$ cat config.mk
export PLATFORM = sky130hd
export DESIGN_NAME = cricket_match_ctrl
export DESIGN_NICKNAME = d
export VERILOG_FILES = /design/src/rtl/cricket_match_ctrl.sv
export SDC_FILE = /design/constraint.sdc
export NUM_CORES = 1
export LEC_CHECK = 0
export ABC_CLOCK_PERIOD_IN_PS = 8600
export CORE_MARGIN = 2
export CORE_UTILIZATION = 45
export CTS_CLUSTER_SIZE = 28
export DETAILED_ROUTE_END_ITERATION = 16
export GPL_TIMING_DRIVEN = 0
export PLACE_DENSITY = 0.8
export SYNTH_ARGS = -nofsm -noshare
export SYNTH_HDL_FRONTEND = slang
export SYNTH_SLANG_ARGS = --single-unit
$ cat constraint.sdc
create_clock -name clk_fpga -period 8.6 [get_ports clk_fpga]
set_clock_uncertainty 0.1 [all_clocks]
set_input_delay 2.15 -clock clk_fpga [delete_from_list [all_inputs] [get_ports clk_fpga]]
set_output_delay 2.15 -clock clk_fpga [all_outputs]
set_load 0.03 [all_outputs]
$ cat src/rtl/cricket_match_ctrl.sv
// cricket_match_ctrl: innings/match sequencer that decodes LFSR delivery outcomes into score, balls and result.
// Ports: clk_fpga/reset (sync, active-high); delivery strobe with 4-bit shift outcome; teamSwitch strobe starts innings 2;
// binaryRuns/binaryWickets/balls/target/innings show current innings; inningOver/gameOver/winner/tie report match state.
// Build option: FREE_HIT_EN enables the free-hit rule after a no-ball.
module cricket_match_ctrl #(
    parameter int unsigned BALLS_PER_INNINGS = 30,
    parameter int unsigned MAX_WICKETS       = 10
) (
    input  logic        clk_fpga,
    input  logic        reset,
    input  logic        delivery,
    input  logic [3:0]  shift,
    input  logic        teamSwitch,
    output logic [7:0]  binaryRuns,
    output logic [3:0]  binaryWickets,
    output logic [15:0] balls,
    output logic [8:0]  target,
    output logic        innings,
    output logic        inningOver,
    output logic        gameOver,
    output logic        winner,
    output logic        tie
);
    typedef enum logic [1:0] {INN1, BREAK, INN2, GAME_OVER} state_t;

    localparam logic [15:0] BALL_LIM = 16'(BALLS_PER_INNINGS);
    localparam logic [3:0]  WKT_LIM  = 4'(MAX_WICKETS);

    state_t      state_q, state_d;
    logic [7:0]  runs_q, runs_d, runs_n;
    logic [3:0]  wkts_q, wkts_d, wkts_n;
    logic [15:0] balls_q, balls_d, balls_n;
    logic [8:0]  target_q, target_d, runs_sum;
    logic        innings_q, innings_d, over_q, over_d, game_q, game_d;
    logic        winner_q, winner_d, tie_q, tie_d, fh_q, fh_d, fh_next;
    logic [3:0]  run_add;
    logic        legal, wkt_hit, chase, level;

    always_comb run_add = shift <= 4'd2  ? 4'd0 :
                          shift <= 4'd6  ? 4'd1 :
                          shift <= 4'd9  ? 4'd2 :
                          shift == 4'd10 ? 4'd3 :
                          shift == 4'd11 ? 4'd4 :
                          shift == 4'd12 ? 4'd6 :
                          shift <= 4'd14 ? 4'd1 : 4'd0;

    assign legal = (shift != 4'd13) && (shift != 4'd14);

`ifdef FREE_HIT_EN
    // A wide keeps a pending free hit alive; any other delivery consumes it.
    assign wkt_hit = (shift == 4'd15) && !fh_q;
    assign fh_next = (shift == 4'd14) ? 1'b1 : (shift == 4'd13) ? fh_q : 1'b0;
`else
    assign wkt_hit = (shift == 4'd15);
    assign fh_next = 1'b0;
`endif

    assign runs_sum = {1'b0, runs_q} + {5'b0, run_add};
    assign runs_n   = runs_sum[8] ? 8'hFF : runs_sum[7:0];
    assign wkts_n   = wkts_q + {3'b0, wkt_hit};
    assign balls_n  = balls_q + {15'b0, legal};
    assign chase    = {1'b0, runs_n} >= target_q;
    assign level    = ({1'b0, runs_n} + 9'd1) == target_q;

    always_comb begin
        state_d   = state_q;
        runs_d    = runs_q;
        wkts_d    = wkts_q;
        balls_d   = balls_q;
        target_d  = target_q;
        innings_d = innings_q;
        over_d    = over_q;
        game_d    = game_q;
        winner_d  = winner_q;
        tie_d     = tie_q;
        fh_d      = fh_q;
        case (state_q)
            INN1, INN2: begin
                if (delivery) begin
                    runs_d  = runs_n;
                    wkts_d  = wkts_n;
                    balls_d = balls_n;
                    fh_d    = fh_next;
                    if (state_q == INN1 && (wkts_n == WKT_LIM || balls_n == BALL_LIM)) begin
                        state_d  = BREAK;
                        target_d = {1'b0, runs_n} + 9'd1;
                        over_d   = 1'b1;
                        fh_d     = 1'b0;
                    end else if (state_q == INN2 && (chase || wkts_n == WKT_LIM || balls_n == BALL_LIM)) begin
                        state_d  = GAME_OVER;
                        over_d   = 1'b1;
                        game_d   = 1'b1;
                        winner_d = chase;
                        tie_d    = !chase && level;
                        fh_d     = 1'b0;
                    end
                end
            end
            BREAK: begin
                if (teamSwitch) begin
                    state_d   = INN2;
                    runs_d    = 8'd0;
                    wkts_d    = 4'd0;
                    balls_d   = 16'd0;
                    innings_d = 1'b1;
                    over_d    = 1'b0;
                    fh_d      = 1'b0;
                end
            end
            default: ;
        endcase
    end

    always_ff @(posedge clk_fpga) begin
        if (reset) begin
            state_q   <= INN1;
            runs_q    <= 8'd0;
            wkts_q    <= 4'd0;
            balls_q   <= 16'd0;
            target_q  <= 9'd0;
            innings_q <= 1'b0;
            over_q    <= 1'b0;
            game_q    <= 1'b0;
            winner_q  <= 1'b0;
            tie_q     <= 1'b0;
            fh_q      <= 1'b0;
        end else begin
            state_q   <= state_d;
            runs_q    <= runs_d;
            wkts_q    <= wkts_d;
            balls_q   <= balls_d;
            target_q  <= target_d;
            innings_q <= innings_d;
            over_q    <= over_d;
            game_q    <= game_d;
            winner_q  <= winner_d;
            tie_q     <= tie_d;
            fh_q      <= fh_d;
        end
    end

    assign binaryRuns    = runs_q;
    assign binaryWickets = wkts_q;
    assign balls         = balls_q;
    assign target        = target_q;
    assign innings       = innings_q;
    assign inningOver    = over_q;
    assign gameOver      = game_q;
    assign winner        = winner_q;
    assign tie           = tie_q;
endmodule

==> results.py <==
metrics = {
    "sta": {
        "slew_headroom": 0.5012,
        "setup_violations": 0,
        "tns_ns": 0,
        "hold_viol": 0,
        "grt_setup_unrepaired": "no",
        "fmax_mhz": 155.9,
        "tightest_slew_ns": 0.7413,
        "min_period_over_period": 0.7459,
        "period_needed_ns": 6.415,
        "drv_slew": 0,
    },
    "final_layout": {
        "synthToLayoutAreaGrowth_pct": 22.07,
        "finish.utilization": 0.5679,
        "layout-drive-gt1-share": 0.04167,
        "antenna_cells": 0,
        "nFillCells": 588,
        "fin_nets": 456,
    },
    "floorplan": {
        "start_util": 0.4652,
        "die_area_sq_um": 7228,
        "ios": 50,
        "rows": 29,
        "die_x_um": 85.02,
        "dieHeight_um": 85.02,
        "core-area_sq_um": 6350,
    },
    "global_routing": {
        "grt_pass1_vias": 2751,
        "grt_overflow_total": 0,
        "antenna_found_initial": 0,
        "grt_util_all_layers": 0.2105,
        "grt_max_degree": 14,
        "grt_pass1_wl_um": 12640,
    },
    "synth": {
        "synth_ff_type": "dfxtp_1",
        "synth_area_leader_cell": "dfxtp_1",
        "synth_nets": 402,
        "synth_edf_count": 0,
        "avgSynthCellArea_sq_um": 7.836,
        "synth.top_cell.area_share": 0.2914,
        "yosys-top-cells-area": "dfxtp_1 (29%), nor2_1 (7.1%), ha_1 (6.8%)",
        "netlist-cell-type-count": 57,
        "yosysSeqAreaShare": 0.2914,
        "synth.most_common_cell": "nor2_1",
        "synth_commonest_cells": "nor2_1 (56), dfxtp_1 (43), nand2_1 (28)",
        "yosysWarnings": 0,
        "mappedNetlistArea_sq_um": 2954,
        "ys_ff_latch": 43,
        "synthCells": 377,
        "async_reset_ff_frac": 0,
    },
    "clock_network": {
        "clkLatencyLatePin_ns": 0.30,
        "cts_root_buf": "clkbuf_8",
        "clock_sinks": 43,
        "cts_inserted_buffers": 5,
        "postCtsHoldBufs": 0,
        "cts_resized": 0,
        "post_cts_buffers": 0,
        "cts_htree_levels": 2,
        "clkTransAtPathRegs_ns": 0.07,
        "clk_path_buf_depth": 2,
        "cts_tree": "yes",
    },
    "power": {
        "total_leakage_power_nw": 1.352,
        "power.density_nw_per_um2": 113.9,
        "peakVddDrop_mv": 0.06060,
    },
    "critical_path": {
        "cp-end-kind": "flip-flop",
        "crit_type": "input port to flip-flop",
        "cp.required_ns": 8.73,
        "crit_path_start": "shift[2]",
        "arrival_ns": 6.54,
        "cp-start-kind": "input port",
        "crit_fanout": 7,
        "r2r_start": "binaryRuns[0]$_SDFFE_PP0P_",
    },
    "detailed_routing": {
        "ant_nets": 0,
        "viasPerCell": 5.719,
        "avgRoutedWirePerCell_um": 14.57,
        "drt_iter0_markers": 173,
        "first_pass_iters": 4,
        "via_count": 2911,
        "drc": 0,
        "drt-total-wl_um": 7417,
    },
    "placement": {
        "routabilityCongestion": 0.8624,
        "port_buffers": 47,
        "dp_hpwl_um": 5695,
    },
    "worst_hold_path": {
        "hp-start": "gameOver$_SDFFE_PP0P_",
        "hold_path_class": "flip-flop to flip-flop",
    },
    "run_status": {
        "outcome": "complete, no violations",
    },
    "run": {
        "maxCapViolations": 0,
    },
}
worst max-delay path, cell delays in order:
cell and delay (ns):
clkdlybuf4s50_1 0.57, nor2b_1 0.16, a211oi_1 0.06, a31oi_1 0.16, ha_1 0.21, inv_1 0.06, fa_1 0.45, nand2b_1 0.20
a211o_1 0.37, nand2b_1 0.16, inv_1 0.08, ha_1 0.28, nand2b_1 0.14, a21o_1 0.17, a2111oi_0 0.44, o21a_1 0.20
o31ai_1 0.08, nor4_1 0.30, o2111ai_1 0.16, mux2i_1 0.14
final timing paths:
| kind | endpoint | slack, ns | cells past startpoint |
|---|---|---|---|
| setup / recovery | tie$_SDFFE_PP0P_ | 2.19 | 20 |
| hold / removal | gameOver$_SDFFE_PP0P_ | 0.37 | 2 |
| setup reg to reg | tie$_SDFFE_PP0P_ | 4.61 | 16 |
| hold reg to reg | gameOver$_SDFFE_PP0P_ | 0.37 | 2 |
cell families (layout without fill, tap and decap cells):
| family | after synthesis | in the layout | synth area share |
|---|---|---|---|
| XOR/XNOR | 25 | 25 | 0.07878 |
| flip-flops | 43 | 43 | 0.2914 |
| AO/OA/AOI/OAI | 86 | 86 | 0.1961 |
| multiplexers | 11 | 11 | 0.03812 |
| AND/OR/NAND/NOR | 151 | 151 | 0.2613 |
| buffers and inverters | 43 | 98 | 0.05633 |
| adder cells (fa/ha/maj) | 18 | 18 | 0.07793 |
sequential cells by signal (all words and copies together) (netlist names):
register	count
innings	1
state_q	2
binaryWickets	4
binaryRuns	8
winner	1
tie	1
gameOver	1
balls	16
target	9
per-stage QoR:
| stage | instance area, sq um | worst slack (ns) | instances | hold WS [ns] | power [W] |
|---|---|---|---|---|---|
| after floorplan | 2954 | 2.681 | 377 | 0.4708 | 0.0002637 |
| after global placement | 3521 | 1.966 | 501 | 0.3388 | 0.0002840 |
| after detailed placement | 3521 | 1.910 | 501 | 0.3636 | 0.0002860 |
| after CTS | 3606 | 2.208 | 509 | 0.3756 | 0.0004132 |
| after global routing | 3606 | 1.809 | 509 | 0.3906 | 0.0004290 |
| final | 3606 | 2.185 | 509 | 0.3677 | 0.0004107 |
layout make-up:
class / instances / area, sq um / area share
Buffer: 21 / 83.83 / 0.02325
Clock buffer: 6 / 72.57 / 0.02012
Clock inverter: 2 / 12.51 / 0.003470
Inverter: 22 / 82.58 / 0.02290
Multi-Input combinational cell: 291 / 1927 / 0.5344
Sequential cell: 43 / 860.8 / 0.2387
Tap cell: 77 / 96.34 / 0.02672
Timing Repair Buffer: 47 / 470.5 / 0.1305
power by group:
part           internal [W]  switching, W  leakage (nW)  total (W)
sequential         0.000201    0.00000262         0.347   0.000204
clock             0.0000568     0.0000718        0.0412   0.000129
combinational     0.0000316     0.0000467         0.964  0.0000782
layout by cell type (no fill, tap or decap), types with 3 or more instances in the layout:
cell / instances
xnor2_1: 14
or3_1: 4
nand2_1: 28
a22oi_1: 16
nand4_1: 3
nor3_1: 7
a21oi_1: 17
a311oi_1: 3
dfxtp_1: 43
clkdlybuf4s50_1: 47
o31ai_1: 3
nor4_1: 4
nor2_1: 56
clkbuf_1: 19
clkbuf_8: 5
o21ai_0: 19
nand3b_1: 4
xor2_1: 10
a211oi_1: 7
inv_1: 21
mux2i_1: 9
nand3_1: 14
a31oi_1: 5
nand2b_1: 9
ha_1: 16
nor2b_1: 4
layer usage:
layer | wire, um | vias to the layer above | GRT usage
li1 | - | 1449 | -
met1 | 3277 | 1389 | 0.2646
met2 | 3666 | 62 | 0.3658
met3 | 369 | 11 | 0.04183
met4 | 104 | 0 | 0.05916
met5 | 0 | - | 0
Power figures use the tool's default switching activity.
